### config.mk
export PLATFORM = sky130hd
export DESIGN_NAME = execute_unit_flat
export DESIGN_NICKNAME = d
export VERILOG_FILES = /design/src/rtl/exec_pkg.sv /design/src/rtl/exec_if.sv /design/src/rtl/exec_alu.sv /design/src/rtl/execute_unit.sv /design/src/flat_wrapper.sv
export SDC_FILE = /design/constraint.sdc
export NUM_CORES = 1
export LEC_CHECK = 0
export CAP_MARGIN = 10
export CORE_ASPECT_RATIO = 1.1
export CORE_MARGIN = 2
export CORE_UTILIZATION = 52
export DETAILED_ROUTE_END_ITERATION = 10
export GPL_TIMING_DRIVEN = 1
export PLACE_DENSITY = 0.79
export SYNTH_ARGS = -nofsm -noshare
export SYNTH_HDL_FRONTEND = slang
export SYNTH_SLANG_ARGS = --single-unit
### constraint.sdc
create_clock -name clk -period 3.1 [get_ports clk]
set_input_delay 0.62 -clock clk [delete_from_list [all_inputs] [get_ports clk]]
set_output_delay 0.62 -clock clk [all_outputs]
set_load 0.1 [all_outputs]
### src/rtl/exec_pkg.sv
// Shared opcode encodings for the execute stage.
// Imported by the ALU and the stage top.
package exec_pkg;

  localparam int OP_W = 3;

  localparam logic [OP_W-1:0] OP_ADD = 3'b000;
  localparam logic [OP_W-1:0] OP_SHL = 3'b001;
  localparam logic [OP_W-1:0] OP_MIN = 3'b010;
  localparam logic [OP_W-1:0] OP_MAX = 3'b011;
  localparam logic [OP_W-1:0] OP_XOR = 3'b100;
  localparam logic [OP_W-1:0] OP_SHR = 3'b101;
  localparam logic [OP_W-1:0] OP_OR  = 3'b110;
  localparam logic [OP_W-1:0] OP_AND = 3'b111;

endpackage

### src/rtl/exec_if.sv
// Operand-in / result-out handshake bundle
// for the execute stage.
interface exec_if #(
  parameter int WIDTH = 8
);
  import exec_pkg::*;

  logic             in_valid;
  logic             in_ready;
  logic [OP_W-1:0]  in_op;
  logic [WIDTH-1:0] in_a;
  logic [WIDTH-1:0] in_b;
  logic             out_valid;
  logic             out_ready;
  logic [WIDTH-1:0] out_result;
  logic             out_carry;
  logic             out_zero;
  logic [OP_W-1:0]  out_op;

  modport master (
    output in_valid, in_op, in_a, in_b,
    output out_ready,
    input  in_ready,
    input  out_valid, out_result,
    input  out_carry, out_zero, out_op
  );

  modport slave (
    input  in_valid, in_op, in_a, in_b,
    input  out_ready,
    output in_ready,
    output out_valid, out_result,
    output out_carry, out_zero, out_op
  );

endinterface

### src/rtl/exec_alu.sv
// Combinational ALU: (a, b, op) -> (result, carry).
// Shift amounts at or beyond WIDTH yield zero.
module exec_alu
  import exec_pkg::*;
#(
  parameter int WIDTH = 8
) (
  input  logic [WIDTH-1:0] a_i,
  input  logic [WIDTH-1:0] b_i,
  input  logic [OP_W-1:0]  op_i,
  output logic [WIDTH-1:0] result_o,
  output logic             carry_o
);

  localparam logic [WIDTH-1:0] WLIM = WIDTH'(WIDTH);

  logic [WIDTH:0] sum;
  logic           big_shift;

  assign sum       = {1'b0, a_i} + {1'b0, b_i};
  assign big_shift = (b_i >= WLIM);

  always_comb begin
    result_o = '0;
    carry_o  = 1'b0;
    unique case (1'b1)
      (op_i == OP_ADD): begin
        result_o = sum[WIDTH-1:0];
        carry_o  = sum[WIDTH];
      end
      (op_i == OP_SHL):
        result_o = big_shift ? '0 : (a_i << b_i);
      (op_i == OP_MIN):
        result_o = (a_i < b_i) ? a_i : b_i;
      (op_i == OP_MAX):
        result_o = (a_i > b_i) ? a_i : b_i;
      (op_i == OP_XOR):
        result_o = a_i ^ b_i;
      (op_i == OP_SHR):
        result_o = big_shift ? '0 : (a_i >> b_i);
      (op_i == OP_OR):
        result_o = a_i | b_i;
      (op_i == OP_AND):
        result_o = a_i & b_i;
      default: begin
        result_o = '0;
        carry_o  = 1'b0;
      end
    endcase
  end

endmodule

### src/rtl/execute_unit.sv
// Execute stage: one ALU op per accepted operand pair,
// result held in a single-entry output register.
module execute_unit
  import exec_pkg::*;
#(
  parameter int WIDTH   = 8,
  parameter bit AUTO_OP = 1'b0
) (
  input  logic        clk,
  input  logic        rst_n,
  exec_if.slave       bus,
  output logic [15:0] op_count
);

  logic             valid_q, valid_d;
  logic [WIDTH-1:0] result_q, result_d;
  logic             carry_q, carry_d;
  logic             zero_q, zero_d;
  logic [OP_W-1:0]  op_q, op_d;
  logic [OP_W-1:0]  auto_q, auto_d;
  logic [15:0]      cnt_q, cnt_d;

  logic             accept;
  logic [OP_W-1:0]  op_sel;
  logic [WIDTH-1:0] alu_res;
  logic             alu_carry;

  assign bus.in_ready = !valid_q || bus.out_ready;
  assign accept       = bus.in_valid && bus.in_ready;
  assign op_sel       = AUTO_OP ? auto_q : bus.in_op;

  exec_alu #(
    .WIDTH (WIDTH)
  ) u_alu (
    .a_i      (bus.in_a),
    .b_i      (bus.in_b),
    .op_i     (op_sel),
    .result_o (alu_res),
    .carry_o  (alu_carry)
  );

  always_comb begin
    valid_d  = valid_q;
    result_d = result_q;
    carry_d  = carry_q;
    zero_d   = zero_q;
    op_d     = op_q;
    auto_d   = auto_q;
    cnt_d    = cnt_q;
    if (accept) begin
      valid_d  = 1'b1;
      result_d = alu_res;
      carry_d  = alu_carry;
      zero_d   = (alu_res == '0);
      op_d     = op_sel;
      auto_d   = auto_q + 1'b1;
      cnt_d    = cnt_q + 16'd1;
    end else if (bus.out_ready) begin
      valid_d  = 1'b0;
    end
  end

  always_ff @(posedge clk) begin
    if (!rst_n) begin
      valid_q  <= 1'b0;
      result_q <= '0;
      carry_q  <= 1'b0;
      zero_q   <= 1'b0;
      op_q     <= '0;
      auto_q   <= '0;
      cnt_q    <= '0;
    end else begin
      valid_q  <= valid_d;
      result_q <= result_d;
      carry_q  <= carry_d;
      zero_q   <= zero_d;
      op_q     <= op_d;
      auto_q   <= auto_d;
      cnt_q    <= cnt_d;
    end
  end

  assign bus.out_valid  = valid_q;
  assign bus.out_result = result_q;
  assign bus.out_carry  = carry_q;
  assign bus.out_zero   = zero_q;
  assign bus.out_op     = op_q;
  assign op_count       = cnt_q;

endmodule
### src/flat_wrapper.sv
// flat-port wrapper written by rule: the top's interface ports become plain ports
module execute_unit_flat import exec_pkg::*;
#(
  parameter int WIDTH   = 8,
  parameter bit AUTO_OP = 1'b0
)
  (clk, rst_n, op_count, bus_in_valid, bus_in_op, bus_in_a, bus_in_b, bus_out_ready, bus_in_ready, bus_out_valid, bus_out_result, bus_out_carry, bus_out_zero, bus_out_op);
  exec_if #(.WIDTH(WIDTH)) bus_i ();
  input  logic clk;
  input  logic rst_n;
  output logic [15:0] op_count;
  input wire logic [$bits(bus_i.in_valid)-1:0] bus_in_valid;
  input wire logic [$bits(bus_i.in_op)-1:0] bus_in_op;
  input wire logic [$bits(bus_i.in_a)-1:0] bus_in_a;
  input wire logic [$bits(bus_i.in_b)-1:0] bus_in_b;
  input wire logic [$bits(bus_i.out_ready)-1:0] bus_out_ready;
  output wire logic [$bits(bus_i.in_ready)-1:0] bus_in_ready;
  output wire logic [$bits(bus_i.out_valid)-1:0] bus_out_valid;
  output wire logic [$bits(bus_i.out_result)-1:0] bus_out_result;
  output wire logic [$bits(bus_i.out_carry)-1:0] bus_out_carry;
  output wire logic [$bits(bus_i.out_zero)-1:0] bus_out_zero;
  output wire logic [$bits(bus_i.out_op)-1:0] bus_out_op;
  assign bus_i.in_valid = bus_in_valid;
  assign bus_i.in_op = bus_in_op;
  assign bus_i.in_a = bus_in_a;
  assign bus_i.in_b = bus_in_b;
  assign bus_i.out_ready = bus_out_ready;
  assign bus_in_ready = bus_i.in_ready;
  assign bus_out_valid = bus_i.out_valid;
  assign bus_out_result = bus_i.out_result;
  assign bus_out_carry = bus_i.out_carry;
  assign bus_out_zero = bus_i.out_zero;
  assign bus_out_op = bus_i.out_op;
  execute_unit #(.WIDTH(WIDTH), .AUTO_OP(AUTO_OP)) u_core (.clk(clk), .rst_n(rst_n), .bus(bus_i), .op_count(op_count));
endmodule
==> run summary <==
root buffer cell: sky130_fd_sc_hd__clkbuf_8
most used cells in the layout excluding fill and tap cells: 106 x sky130_fd_sc_hd__buf_4, 36 x sky130_fd_sc_hd__nand2_1, 30 x sky130_fd_sc_hd__dfxtp_1, 21 x sky130_fd_sc_hd__nand3_1, 20 x sky130_fd_sc_hd__o21ai_0
Layout fillers: 386
synthesized netlist cell count: 374
Avg Inst Size Synth: 8.07 um^2
number of synthesized flops with an enable pin: 0
P&R area growth vs syn: 45.6%
quantity of I/O buffers inserted on ports: 53
startpoint class of the critical path: input port
Main synth FF type: sky130_fd_sc_hd__dfxtp_1
Worst Clk Skew: 6.98 ps
number of different library cells in the post-synthesis netlist: 66
Final min period: 3000 ps
num rows: 29
max-slew violation count: 0
Core Region: 5700 um^2
Worst setup EP type: flop
Die Area: 6430 um^2
Cell Area, Synth: 3020 um^2
WL per Instance: 17.8 um
Final Core Density: 77.1%
nets in the synthesized netlist: 423
nets: 540
final hold violation count: 0
total wirelength of the detailed-routed design: 10,100 um
worst hold path startpoint: u_core.bus.out_carry
cell chain of the critical path: clkdlybuf4s50_1, inv_2, ha_4, nor2_2, nand2_2, o211ai_4, buf_6, mux2i_1, o211ai_1, a221oi_2, buf_4, nand4_1, o21ai_1, and2_1
hold path depth: 2
clock tree from TritonCTS: built
routed vias: 3,433
TritonCTS buffer count: 5
result of the run: finished, final reports clean
DR vias/cell: 6.04
worst setup slack after placement: -327 ps
share of final-layout standard cells stronger than drive strength 1: 35.0%
count of clock tree sinks: 30
static power due to leakage: 2.05 nW
worst min-delay path class: flop to flop
final antenna diode count: 0
multi-input gate area in the final layout: 2390 um^2
setup violation total in the final timing report: 0
Slew @ Worst Pin: 852 ps
total number of yosys warnings: 0
Bufs and invs on worst path: 4
worst hold path endpoint: u_core.bus.out_carry
period utilisation layout: 96.7%
clk buf depth: 2
Max IR drop VDD: 0.260 mV
placed cell count: 555
Top-Level Pins: 54
router iterations before antenna repair: 5
GP Congestion: 0.963
residual overflow from global routing: 0
number of hold buffers added after CTS: 0
Worst path slowest cell: sky130_fd_sc_hd__clkdlybuf4s50_1
clock latency on the worst-skew pair: 280 ps
Worst R2R End: u_core.op_count[13]
Req. time, crit path: 3320 ps
CTS HTree Levels: 2
fmax: 0.334 GHz
WP data arrival: 3220 ps
remaining antenna violation count: 0
FF-to-FF setup slack: 1140 ps
maximum number of pins on one net before global-route repair: 31
worst rel slew slack: 43.0%
CP delay by family, top: buffers and inverters
antenna violations before repair: 0
slowest stage delay, CP: 520 ps
Sequential cell area: 601 um^2
final standard cell count with taps included and fillers excluded: 568
count of maximum capacitance violations: 0
Pwr Total: 1.48 mW
CP Class: input port to flop
vias in the first global route: 3,190
share of synthesized flip-flops with an asynchronous set or reset: 0%
FF+latch count, synth: 30
y dimension of the die: 83.9 um
die boundary width: 76.6 um
Setup WS post-layout: 103 ps
HPWL Detailed: 7400 um
clock transition at the registers of the reported paths: 60 ps
launching point of the worst reg2reg path: u_core.op_count[3]
starting density of the core: 53.0%
cell depth of the worst flop-to-flop path: 7
register area share after synthesis: 19.9%
ratio of total power to cell area: 337 nW/um^2
largest driver fanout on the critical path: 6
total track usage: 29.0%
Iteration-0 DRC Markers: 259
number of remaining DRC errors: 0
global-route wire length before repair: 15,000 um
most common cell after layout, fill and taps aside: sky130_fd_sc_hd__buf_4
-- power breakdown --
group,internal (mW),total (mW),switching [mW]
Clock,0.257,0.394,0.138
Combinational,0.281,0.676,0.395
Sequential,0.401,0.412,0.0110
-- logic make-up after synthesis --
logic type               synth area share, %
AND/OR/NAND/NOR                         22.2
XOR/XNOR                                4.36
flip-flops                              19.9
buffers and inverters                   7.22
AO/OA/AOI/OAI                           23.6
multiplexers                            11.7
adder cells (fa/ha/maj)                 11.0
-- worst max path at each step --
stage | from | cells after the start | end | slack (ps)
after detailed placement | bus_in_a[7] | 13 | u_core.bus.out_zero | -330
after global placement | bus_in_b[1] | 12 | u_core.bus.out_zero | -280
after CTS | bus_in_a[1] | 13 | u_core.bus.out_zero | 30
after global routing | bus_in_b[6] | 14 | u_core.bus.out_zero | -6
final | bus_in_b[7] | 14 | u_core.bus.out_zero | 100
after floorplan | bus_in_a[4] | 13 | u_core.bus.out_zero | 220
-- final cells by class --
type                    instances  area share, %
flip-flops and latches         30           13.7
repair buffers                133           25.0
well taps                      77           2.19
clock inverters                 1          0.684
inverters                      24           2.05
clock buffers                   6           1.88
multi-input cells             297           54.5
-- routing by layer --
layer	part of all wire, %	GRT usage [%]	wire length, um
met2	50	50.9	5090
met1	38	33.3	3850
met4	4.7	14.9	476
met5	0	0	0
met3	7.0	5.84	705
-- cells in the mapped netlist, types with 5 or more instances --
cell type,count,area (um^2)
sky130_fd_sc_hd__and3_1,5,31.3
sky130_fd_sc_hd__buf_2,5,25.0
sky130_fd_sc_hd__nor2_1,21,78.8
sky130_fd_sc_hd__o21ai_0,20,100
sky130_fd_sc_hd__or3_1,5,31.3
sky130_fd_sc_hd__a21boi_0,9,67.6
sky130_fd_sc_hd__mux4_2,6,135
sky130_fd_sc_hd__ha_1,25,313
sky130_fd_sc_hd__and2_1,14,87.6
sky130_fd_sc_hd__nand4_1,7,43.8
sky130_fd_sc_hd__o21ai_1,5,25.0
sky130_fd_sc_hd__mux2i_1,16,160
sky130_fd_sc_hd__a21oi_1,14,70.1
sky130_fd_sc_hd__dfxtp_1,30,601
sky130_fd_sc_hd__inv_1,21,78.8
sky130_fd_sc_hd__clkbuf_1,11,41.3
sky130_fd_sc_hd__nor3_1,8,40.0
sky130_fd_sc_hd__nand2_1,37,139
sky130_fd_sc_hd__nand3_1,21,105
sky130_fd_sc_hd__xnor2_1,13,114
sky130_fd_sc_hd__a221oi_1,5,43.8
sky130_fd_sc_hd__o211a_1,8,80.1
-- registers in the layout (all words and copies together), names as in the netlist --
register,flops
u_core.bus.out_result,8
u_core.bus.out_valid,1
u_core.bus.out_zero,1
u_core.op_count,16
u_core.bus.out_op,3
u_core.bus.out_carry,1
-- worst reg2reg max path, cell delays in order (launching register included) --
cell	delay [ps]
sky130_fd_sc_hd__dfxtp_1	410
sky130_fd_sc_hd__and3_1	230
sky130_fd_sc_hd__and3_1	220
sky130_fd_sc_hd__nand3_1	110
sky130_fd_sc_hd__nor3_1	420
sky130_fd_sc_hd__nand3_1	150
sky130_fd_sc_hd__xnor2_1	150
sky130_fd_sc_hd__and2_1	150
-- per-stage QoR --
stage	instance area [um^2]	TNS (ps)	hold WS [ps]
global placement	4000	-1250	459
global route	4390	-6.17	498
finish	4390	0	475
detailed placement	4000	-1460	470
CTS	4130	0	477
floorplan	3020	0	759
-- what timing repair did --
item                                    in CTS  in global routing
gates cloned                                 0                  2
resized for setup                            3                 49
buffers inserted                             0                  4
endpoints found under the setup margin       1                  4
hold endpoints to repair                     0                  0
pin swaps                                    1                 13
Note: power is estimated with default switching activity, not from simulation.
